<file path="config.mk">
export PLATFORM = sky130hd
export DESIGN_NAME = issue_pair_sequencer_flat
export DESIGN_NICKNAME = d
export VERILOG_FILES = /design/src/rtl/issue_pair_sequencer_if.sv /design/src/rtl/issue_pair_sequencer.sv /design/src/flat_wrapper.sv
export SDC_FILE = /design/constraint.sdc
export NUM_CORES = 1
export LEC_CHECK = 0
export ABC_AREA = 1
export BUFFER_PORTS_ARGS = -buffer_cell sky130_fd_sc_hd__buf_4
export CAP_MARGIN = 20
export CORE_ASPECT_RATIO = 1.25
export CORE_MARGIN = 3
export CORE_UTILIZATION = 25
export CTS_CLUSTER_SIZE = 28
export DETAILED_ROUTE_END_ITERATION = 10
export PLACE_DENSITY_LB_ADDON = 0.15
export SETUP_SLACK_MARGIN = 0.02
export SLEW_MARGIN = 20
export SYNTH_ARGS = -nofsm -noshare
export SYNTH_HDL_FRONTEND = slang
export SYNTH_SLANG_ARGS = --single-unit
</file>
<file path="constraint.sdc">
create_clock -name clk -period 1.7 [get_ports clk]
set_input_delay 0.085 -clock clk [delete_from_list [all_inputs] [get_ports clk]]
set_output_delay 0.085 -clock clk [all_outputs]
set_load 0.01 [all_outputs]
</file>
<file path="src/rtl/issue_pair_sequencer_if.sv">
// Decode-pair / execute-lane bundle for issue_pair_sequencer.
// ISSUE_PERF_CNT_EN adds the two performance counter outputs.
interface issue_pair_sequencer_if #(
  parameter int XLEN = 32,
  parameter int ILEN = 32
);
  logic            PairValidD;
  logic            PairReadyD;
  logic            ValidD1;
  logic            ValidD2;
  logic [ILEN-1:0] InstrD1;
  logic [ILEN-1:0] InstrD2;
  logic [XLEN-1:0] PCD1;
  logic [XLEN-1:0] PCD2;
  logic            DepD;
  logic            StallE;
  logic            FlushD;
  logic            ValidE1;
  logic            ValidE2;
  logic [ILEN-1:0] InstrE1;
  logic [ILEN-1:0] InstrE2;
  logic [XLEN-1:0] PCE1;
  logic [XLEN-1:0] PCE2;
  logic            SplitActive;
`ifdef ISSUE_PERF_CNT_EN
  logic [31:0]     DualIssueCnt;
  logic [31:0]     SplitCnt;
`endif

  modport master (
    output PairValidD, ValidD1, ValidD2, InstrD1, InstrD2, PCD1, PCD2,
           DepD, StallE, FlushD,
    input  PairReadyD, ValidE1, ValidE2, InstrE1, InstrE2, PCE1, PCE2,
           SplitActive
`ifdef ISSUE_PERF_CNT_EN
    , input DualIssueCnt, SplitCnt
`endif
  );

  modport slave (
    input  PairValidD, ValidD1, ValidD2, InstrD1, InstrD2, PCD1, PCD2,
           DepD, StallE, FlushD,
    output PairReadyD, ValidE1, ValidE2, InstrE1, InstrE2, PCE1, PCE2,
           SplitActive
`ifdef ISSUE_PERF_CNT_EN
    , output DualIssueCnt, SplitCnt
`endif
  );
endinterface

</file>
<file path="src/rtl/issue_pair_sequencer.sv">
// Turns a decoded instruction pair plus its dependency flag into execute-lane issue:
// independent pairs issue together, dependent pairs split over two cycles. ISSUE_PERF_CNT_EN adds counters.
module issue_pair_sequencer #(
  parameter int XLEN = 32,
  parameter int ILEN = 32
) (
  input logic                    clk,
  input logic                    rst,
  issue_pair_sequencer_if.slave  bus
);

  typedef enum logic {DUAL, SPLIT} state_e;

  state_e          state_q, state_d;
  logic            valid_e1_q, valid_e1_d;
  logic            valid_e2_q, valid_e2_d;
  logic [ILEN-1:0] instr_e1_q, instr_e1_d;
  logic [ILEN-1:0] instr_e2_q, instr_e2_d;
  logic [XLEN-1:0] pc_e1_q, pc_e1_d;
  logic [XLEN-1:0] pc_e2_q, pc_e2_d;
  logic            hold_valid_q, hold_valid_d;
  logic [ILEN-1:0] hold_instr_q, hold_instr_d;
  logic [XLEN-1:0] hold_pc_q, hold_pc_d;
  logic            ready;
  logic            accept;

  assign ready  = (state_q == DUAL) && !bus.StallE && !bus.FlushD;
  assign accept = bus.PairValidD && ready;

  always_comb begin
    // NOTE: every next-state signal defaults to its current value first so no path infers a latch.
    state_d      = state_q;
    valid_e1_d   = valid_e1_q;
    valid_e2_d   = valid_e2_q;
    instr_e1_d   = instr_e1_q;
    instr_e2_d   = instr_e2_q;
    pc_e1_d      = pc_e1_q;
    pc_e2_d      = pc_e2_q;
    hold_valid_d = hold_valid_q;
    hold_instr_d = hold_instr_q;
    hold_pc_d    = hold_pc_q;

    if (bus.FlushD) begin
      valid_e1_d   = 1'b0;
      valid_e2_d   = 1'b0;
      state_d      = DUAL;
      hold_valid_d = 1'b0;
    end else if (!bus.StallE) begin
      case (state_q)
        DUAL: begin
          valid_e1_d = 1'b0;
          valid_e2_d = 1'b0;
          if (accept) begin
            valid_e1_d = bus.ValidD1;
            instr_e1_d = bus.InstrD1;
            pc_e1_d    = bus.PCD1;
            // Dependency only matters when both slots are real instructions.
            if (bus.ValidD1 && bus.ValidD2 && bus.DepD) begin
              hold_valid_d = 1'b1;
              hold_instr_d = bus.InstrD2;
              hold_pc_d    = bus.PCD2;
              state_d      = SPLIT;
            end else begin
              valid_e2_d = bus.ValidD2;
              instr_e2_d = bus.InstrD2;
              pc_e2_d    = bus.PCD2;
            end
          end
        end
        SPLIT: begin
          valid_e1_d   = 1'b0;
          valid_e2_d   = hold_valid_q;
          instr_e2_d   = hold_instr_q;
          pc_e2_d      = hold_pc_q;
          hold_valid_d = 1'b0;
          state_d      = DUAL;
        end
        default: state_d = DUAL;
      endcase
    end
  end

  always_ff @(posedge clk) begin
    // NOTE: sequential state uses non-blocking assignments so every flop samples pre-edge values.
    if (rst) begin
      state_q      <= DUAL;
      valid_e1_q   <= 1'b0;
      valid_e2_q   <= 1'b0;
      instr_e1_q   <= '0;
      instr_e2_q   <= '0;
      pc_e1_q      <= '0;
      pc_e2_q      <= '0;
      hold_valid_q <= 1'b0;
      hold_instr_q <= '0;
      hold_pc_q    <= '0;
    end else begin
      state_q      <= state_d;
      valid_e1_q   <= valid_e1_d;
      valid_e2_q   <= valid_e2_d;
      instr_e1_q   <= instr_e1_d;
      instr_e2_q   <= instr_e2_d;
      pc_e1_q      <= pc_e1_d;
      pc_e2_q      <= pc_e2_d;
      hold_valid_q <= hold_valid_d;
      hold_instr_q <= hold_instr_d;
      hold_pc_q    <= hold_pc_d;
    end
  end

  assign bus.PairReadyD  = ready;
  assign bus.ValidE1     = valid_e1_q;
  assign bus.ValidE2     = valid_e2_q;
  assign bus.InstrE1     = instr_e1_q;
  assign bus.InstrE2     = instr_e2_q;
  assign bus.PCE1        = pc_e1_q;
  assign bus.PCE2        = pc_e2_q;
  assign bus.SplitActive = (state_q == SPLIT);

`ifdef ISSUE_PERF_CNT_EN
  logic [31:0] dual_cnt_q;
  logic [31:0] split_cnt_q;

  // Counters track what lands in the E registers, so they freeze exactly when those do.
  always_ff @(posedge clk) begin
    if (rst) begin
      dual_cnt_q  <= '0;
      split_cnt_q <= '0;
    end else if (!bus.StallE) begin
      if (valid_e1_d && valid_e2_d)
        dual_cnt_q <= dual_cnt_q + 32'd1;
      if (state_q == DUAL && state_d == SPLIT)
        split_cnt_q <= split_cnt_q + 32'd1;
    end
  end

  assign bus.DualIssueCnt = dual_cnt_q;
  assign bus.SplitCnt     = split_cnt_q;
`endif

endmodule
</file>
<file path="src/flat_wrapper.sv">
// flat-port wrapper written by rule: the top's interface ports become plain ports
module issue_pair_sequencer_flat 
#(
  parameter int XLEN = 32,
  parameter int ILEN = 32
)
  (clk, rst, bus_PairValidD, bus_ValidD1, bus_ValidD2, bus_InstrD1, bus_InstrD2, bus_PCD1, bus_PCD2, bus_DepD, bus_StallE, bus_FlushD, bus_PairReadyD, bus_ValidE1, bus_ValidE2, bus_InstrE1, bus_InstrE2, bus_PCE1, bus_PCE2, bus_SplitActive);
  issue_pair_sequencer_if #(.XLEN(XLEN), .ILEN(ILEN)) bus_i ();
  input logic clk;
  input logic rst;
  input wire logic [$bits(bus_i.PairValidD)-1:0] bus_PairValidD;
  input wire logic [$bits(bus_i.ValidD1)-1:0] bus_ValidD1;
  input wire logic [$bits(bus_i.ValidD2)-1:0] bus_ValidD2;
  input wire logic [$bits(bus_i.InstrD1)-1:0] bus_InstrD1;
  input wire logic [$bits(bus_i.InstrD2)-1:0] bus_InstrD2;
  input wire logic [$bits(bus_i.PCD1)-1:0] bus_PCD1;
  input wire logic [$bits(bus_i.PCD2)-1:0] bus_PCD2;
  input wire logic [$bits(bus_i.DepD)-1:0] bus_DepD;
  input wire logic [$bits(bus_i.StallE)-1:0] bus_StallE;
  input wire logic [$bits(bus_i.FlushD)-1:0] bus_FlushD;
  output wire logic [$bits(bus_i.PairReadyD)-1:0] bus_PairReadyD;
  output wire logic [$bits(bus_i.ValidE1)-1:0] bus_ValidE1;
  output wire logic [$bits(bus_i.ValidE2)-1:0] bus_ValidE2;
  output wire logic [$bits(bus_i.InstrE1)-1:0] bus_InstrE1;
  output wire logic [$bits(bus_i.InstrE2)-1:0] bus_InstrE2;
  output wire logic [$bits(bus_i.PCE1)-1:0] bus_PCE1;
  output wire logic [$bits(bus_i.PCE2)-1:0] bus_PCE2;
  output wire logic [$bits(bus_i.SplitActive)-1:0] bus_SplitActive;
  assign bus_i.PairValidD = bus_PairValidD;
  assign bus_i.ValidD1 = bus_ValidD1;
  assign bus_i.ValidD2 = bus_ValidD2;
  assign bus_i.InstrD1 = bus_InstrD1;
  assign bus_i.InstrD2 = bus_InstrD2;
  assign bus_i.PCD1 = bus_PCD1;
  assign bus_i.PCD2 = bus_PCD2;
  assign bus_i.DepD = bus_DepD;
  assign bus_i.StallE = bus_StallE;
  assign bus_i.FlushD = bus_FlushD;
  assign bus_PairReadyD = bus_i.PairReadyD;
  assign bus_ValidE1 = bus_i.ValidE1;
  assign bus_ValidE2 = bus_i.ValidE2;
  assign bus_InstrE1 = bus_i.InstrE1;
  assign bus_InstrE2 = bus_i.InstrE2;
  assign bus_PCE1 = bus_i.PCE1;
  assign bus_PCE2 = bus_i.PCE2;
  assign bus_SplitActive = bus_i.SplitActive;
  issue_pair_sequencer #(.XLEN(XLEN), .ILEN(ILEN)) u_core (.clk(clk), .rst(rst), .bus(bus_i));
endmodule
</file>
==> results of run 1 <==
## power by group
group | total, mW | switching, mW | internal, mW
logic | 1.50 | 0.706 | 0.796
clock network | 4.03 | 2.01 | 2.01
registers | 4.81 | 0.0761 | 4.73
total | 10.3 | 2.80 | 7.54
## cell usage in the layout, fill, tap and decap left out, types with 17 or more instances in the layout
cell,count
nand2_1,391
buf_4,273
dfxtp_1,195
nor2_1,194
dlygate4sd3_1,135
a21oi_1,132
inv_1,67
nand3_1,67
o21a_1,64
clkbuf_16,17
## worst paths after layout
path | slack, ns | cells past startpoint | endpoint | startpoint
worst max-delay path | 0.13 | 2 | bus_SplitActive | u_core.bus.SplitActive$_SDFFE_PP0N_
worst min-delay path | 0.18 | 4 | u_core.bus.ValidE2$_SDFFE_PP0N_ | bus_DepD
worst max register to register | 0.14 | 5 | u_core.bus.InstrE1[21]$_SDFFE_PP0P_ | u_core.bus.SplitActive$_SDFFE_PP0N_
worst min register to register | 0.47 | 2 | u_core.bus.PCE1[26]$_SDFFE_PP0P_ | u_core.bus.PCE1[26]$_SDFFE_PP0P_
## metal layers
metal  routed length (microns)  vias up  share of wire [%]  track usage, %
met5                         0        -                  0               0
met4                       721        0                2.7           5.784
met3                       903       33                3.4           2.701
met2                     13460      145                 50           26.58
met1                     11580     3854                 43           17.40
li1                          -     4462                  -               -
## cell type report
class                           count  share of cell area [%]
Tap cell                          418                   4.159
Timing Repair Buffer              416                   28.38
Sequential cell                   196                   31.23
Inverter                           70                   2.109
Clock inverter                     13                  0.9253
Multi-Input combinational cell    853                   29.60
Clock buffer                       19                   3.602
## per-stage QoR
step	power [mW]	std cells
floorplan	5.544	1211
global placement	6.177	1818
detailed placement	6.182	1818
CTS	10.55	1985
global route	10.83	1985
finish	10.34	1985
## critical path, stage by stage, from the launching register on
cell	delay [ns]
dfxtp_4	0.37
buf_16	0.41
buf_4	0.22
## state kept, by name, summed over array words and instances (netlist names)
name,cells
u_core.bus.InstrE1,32
u_core.bus.InstrE2,32
u_core.bus.PCE1,32
u_core.bus.PCE2,32
u_core.bus.SplitActive,1
u_core.bus.ValidE1,1
u_core.bus.ValidE2,1
u_core.hold_instr_q,32
u_core.hold_pc_q,32
u_core.hold_valid_q,1
## logic make-up (layout without fill, tap and decap cells)
family | count (synthesis) | in the layout
and+or+nand+nor | 657 | 657
buffers and inverters | 162 | 518
AOI/OAI and AO/OA | 196 | 196
DFF | 196 | 196
## what timing repair did
action                                  4_1_cts  5_1_grt
endpoints found under the setup margin        0        1
endpoints found under the hold margin       132        0
hold buffers                                135        0
resized for setup                             0        1
==> metrics.cfg, run 1 <==
[run_status]
status=finished, final reports clean

[clocking]
cts_tree=done
htreeDepth=4
cts-root-buf=clkbuf_16
clock_sinks=196
clk_latency_ns=0.45
path_clk_slew_ns=0.07
numCtsBuffers=17
clk_path_buf_depth=2
cts_setup_buffers=0

[place]
io_buffers=267
place_ws_ns=0.1613
hpwlAfterDp_microns=16590
placed_cell_area_sq_um=10650
gp_congestion=0.7453

[sta]
period_share_pct=92.14
worst_slew_pin_slew_ns=0.7849
setup_ws_ns=0.1337
min_period_ns=1.566
skew_ns=0.008967
fmax_mhz=638.4
whs_ns=0.1816
setup_viol=0
relSlewSlack_pct=47.68
tns_ns=0
rsz0062_at_grt=yes
hold_violations=0
maxSlewViolCount=0

[floorplanning]
ios=268
dieArea_sq_um=35580
core_area_sq_um=32780
die_h_microns=210.2
die_x_microns=169.3
rows=74
initial_core_util_pct=25.43

[layout]
seqCellArea_sq_um=3928
post-route-util_pct=38.37
nets=1690
multi_input_area_sq_um=3722
fillers=3490
diodes=0
drive_gt1_share_pct=20.55
final_area_sq_um=12580
area_growth_pct=50.87

[yosys]
synth_cells=1211
synthXorXnorAreaFrac_pct=0
yosysSeqAreaShare_pct=47.07
synth_simple_gate_area_share_pct=30.70
synth_top_area_share_pct=47.07
yosysTopAreaCell=dfxtp_1
yosysUniqueCellTypes=14
muxShareOfSynthArea_pct=0
syn-cell-area_sq_um=8335
synth_area_leaders=dfxtp_1 47%, nand2_1 18%, nor2_1 8.7%
ys.warnings.count=0
synth_fa_ha_area_share_pct=0
ys_top_cells_by_count=392 x nand2_1, 196 x dfxtp_1, 194 x nor2_1, 132 x a21oi_1
synth_top_flop_cell=dfxtp_1
synth_edf_count=0
synth.net_count=1347
synth_compound_area_share_pct=13.69
synthMostInstantiatedCell=nand2_1
synth_top_family_by_area=simple AND/OR/NAND/NOR gates
async_reset_ff_share_pct=0
synth-seq-cells=196
avgSynthCellArea_sq_um=6.883

[global_routing]
grt_overflow=0
globalRouteTotalUtil_pct=14.80
grt_pass1_wl_microns=42780
grt_max_degree=133
antenna_found_initial=0
grt_pass1_vias=8291

[routing]
routed_via_density=4.279
vias=8494
firstDrtPassIters=7
drc_errors=0
drtIter0Drc=419
routed_wl_microns=26660
antenna_left=0
post_drt_wl_per_cell_microns=13.43

[setup_path]
end_kind=output port
crit_arrival_ns=1.48
critPathLaunchType=flip-flop
critPathKind=flip-flop to output port
path_max_fanout=132
required_ns=1.62

[power_and_ir_drop]
p_leak_nw=5.479
peakVddDrop_v=0.0005357
cellPowerDensity_nw_per_um2=822.3

[run]
timing.max_cap.violations=0

[hold_path]
hp-class=input pin to flip-flop

No activity file was read; power rests on OpenSTA's default activity.
==> run 2, diff against run 1 <==
ABC_AREA = not set   (was 1)
==> metrics.cfg, run 2 <==
[routing]
routed_wl_microns=26240  ; -1.6%
post_drt_wl_per_cell_microns=14.52  ; +8.1%
drc_errors=0  ; unchanged
vias=7887  ; -7.1%
antenna_left=0  ; unchanged
routed_via_density=4.365  ; +2.0%
drtIter0Drc=325  ; -22%
firstDrtPassIters=5  ; -2

[power_and_ir_drop]
peakVddDrop_v=0.0005256  ; -1.9%
cellPowerDensity_nw_per_um2=786.2  ; -4.4%
p_leak_nw=5.540  ; +1.1%

[clocking]
htreeDepth=4  ; unchanged
cts-root-buf=clkbuf_16
cts_tree=done
clk_path_buf_depth=2  ; unchanged
clock_sinks=196  ; unchanged
numCtsBuffers=17  ; unchanged
path_clk_slew_ns=0.07  ; about the same
clk_latency_ns=0.44  ; about the same

[global_routing]
grt_max_degree=78  ; -41%
grt.busiest_layer=met2
use_met1_pct=17.47  ; +0.070 points
grt_pass1_wl_microns=40990  ; -4.2%
antenna_found_initial=0  ; unchanged
grt_overflow=0  ; unchanged
use_met2_pct=23.50  ; -3.1 points
gr-usage-met3_pct=4.968  ; +2.3 points
grt_pass1_vias=7785  ; -6.1%
globalRouteTotalUtil_pct=14.13  ; -0.67 points

[setup_path]
critPathKind=flip-flop to flip-flop
crit_arrival_ns=2.09  ; +0.61 ns
path_max_fanout=39  ; -70%
critPathLaunchType=flip-flop
required_ns=2.07  ; +0.45 ns
end_kind=flip-flop

[layout]
final_common_cell=buf_4
layout_common_cells=283 x buf_4, 195 x dfxtp_1, 132 x dlygate4sd3_1
fillers=3372  ; -3.4%
diodes=0  ; unchanged
seqCellArea_sq_um=3928  ; unchanged
drive_gt1_share_pct=30.60  ; +10 points
multi_input_area_sq_um=4093  ; +9.9%
area_growth_pct=56.09
nets=1512  ; -11%

[sta]
min_period_ns=1.716  ; +0.1496 ns
relSlewSlack_pct=65.82  ; +18 points
setup_ws_ns=-0.01592  ; -0.1496 ns
period_share_pct=100.9  ; +8.8 points
skew_ns=0.007201  ; -0.001765 ns
tns_ns=-0.1027  ; -0.1027 ns
setup_viol=14  ; +14
rsz0062_at_grt=yes
worst_slew_pin_slew_ns=0.5127  ; -0.2721 ns
hold_violations=0  ; unchanged
whs_ns=0.08137  ; -0.1002 ns
maxSlewViolCount=0  ; unchanged
fmax_mhz=582.8  ; -8.7%

[yosys]
synth.net_count=1142  ; -15%
synth-seq-cells=196  ; unchanged
synth_top_area_share_pct=46.25  ; -0.82 points
avgSynthCellArea_sq_um=8.433  ; +23%
yosysTopAreaCell=dfxtp_1
synth_area_leaders=dfxtp_1 46%, mux2_2 8.5%, a21oi_1 7.7%
yosysUniqueCellTypes=24  ; +10
ys.warnings.count=0  ; unchanged
synth_top_flop_cell=dfxtp_1
async_reset_ff_share_pct=0  ; unchanged
synth_edf_count=0  ; unchanged
ys_top_cells_by_count=196 x dfxtp_1, 131 x nand2_1, 130 x a21oi_1, 66 x nor2_1
syn-cell-area_sq_um=8483  ; +1.8%
yosysSeqAreaShare_pct=46.25  ; -0.82 points
synthMostInstantiatedCell=dfxtp_1
synth_cells=1006  ; -17%

[floorplanning]
rows=74  ; unchanged
die_x_microns=170.8  ; +0.85%
dieArea_sq_um=36190  ; +1.7%
die_h_microns=212.0  ; +0.86%
core_area_sq_um=33050  ; +0.85%
ios=268  ; unchanged
initial_core_util_pct=25.66  ; +0.23 points

[place]
place_ws_ns=-0.04055  ; -0.2018 ns
io_buffers=267  ; unchanged
gp_congestion=0.7317  ; -1.8%
hpwlAfterDp_microns=17200  ; +3.7%

[run]
timing.max_cap.violations=0  ; unchanged

[run_status]
status=finished with violations
violations=setup timing

[hold_path]
hp-class=input pin to flip-flop

## run 2: cell count changes after synthesis, moves of 16 or more
cell / change
o21a_1: -64
o21ai_0: +65
buf_2: -20
nand3_1: -66
mux2i_1: +64
nand2_1: -261
nor2_1: -128
buf_4: -16
or3_1: +64
mux2_2: +64
nor2b_1: +64
clkbuf_1: +27
## run 2: worst paths after layout
check	startpoint	end	slack, ns	cells after the start
max	u_core.bus.SplitActive$_SDFFE_PP0N_	u_core.hold_pc_q[27]$_SDFFE_PP0P_	-0.02	4
min	bus_StallE	u_core.bus.SplitActive$_SDFFE_PP0N_	0.08	4
max reg2reg	u_core.bus.SplitActive$_SDFFE_PP0N_	u_core.hold_pc_q[27]$_SDFFE_PP0P_	-0.02	4
min reg2reg	u_core.bus.InstrE1[19]$_SDFFE_PP0P_	u_core.bus.InstrE1[19]$_SDFFE_PP0P_	0.45	2
## run 2: area by class of cell
| cell class | count | share of cell area (%) |
|---|---|---|
| clock buffers | 21 | 3.477 |
| inverters | 65 | 1.843 |
| clock inverters | 11 | 1.115 |
| well taps | 418 | 3.950 |
| multi-input cells | 660 | 30.91 |
| flip-flops and latches | 196 | 29.66 |
| repair buffers | 436 | 29.05 |
## run 2: critical path, stage by stage (launching register included)
cell	delay, ns
dfxtp_4	0.36
or4b_4	0.56
buf_16	0.20
or3_1	0.38
a21oi_2	0.11
## run 2: kinds of logic (layout without fill, tap and decap cells)
family	after synthesis	in the layout	synth area share, %
AO/OA/AOI/OAI	198	198	11.76
buffers and inverters	150	533	7.035
flip-flops	196	196	46.25
AND/OR/NAND/NOR	334	334	18.91
multiplexers	128	128	16.05
## run 2: per-layer routing
metal / routed length, microns / share of wire (%) / vias to the layer above
met3: 1895 / 7.2 / 13
met1: 11800 / 45 / 3612
met5: 0 / 0 / -
met4: 279 / 1.1 / 0
li1: - / - / 4052
met2: 12260 / 47 / 210
## run 2: metrics by stage
stage | instance area (sq um) | utilization (%) | power [mW] | instances
2_1_floorplan | 8556 | - | 5.356 | 1006
3_3_place_gp | 11140 | 33.70 | 5.978 | 1640
3_5_place_dp | 11140 | 33.70 | 5.982 | 1640
4_1_cts | 13080 | 39.58 | 10.60 | 1804
5_1_grt | 13240 | 40.06 | 10.91 | 1807
6_report | 13240 | 40.06 | 10.41 | 1807
## run 2: power by group
part	switching (mW)	internal [mW]	leakage, nW
clock network	1.87	2.41	0.295
registers	0.0585	4.70	1.59
logic	0.594	0.778	3.66
total	2.52	7.89	5.54
## run 2: what timing repair did
action                                 4_1_cts  5_1_grt
cloned                                       0        2
hold buffers                               132        0
resized for setup                            3       36
pin swaps                                    0        1
setup endpoints to repair                   98      129
endpoints found under the hold margin      156        0
setup buffers                                0        1
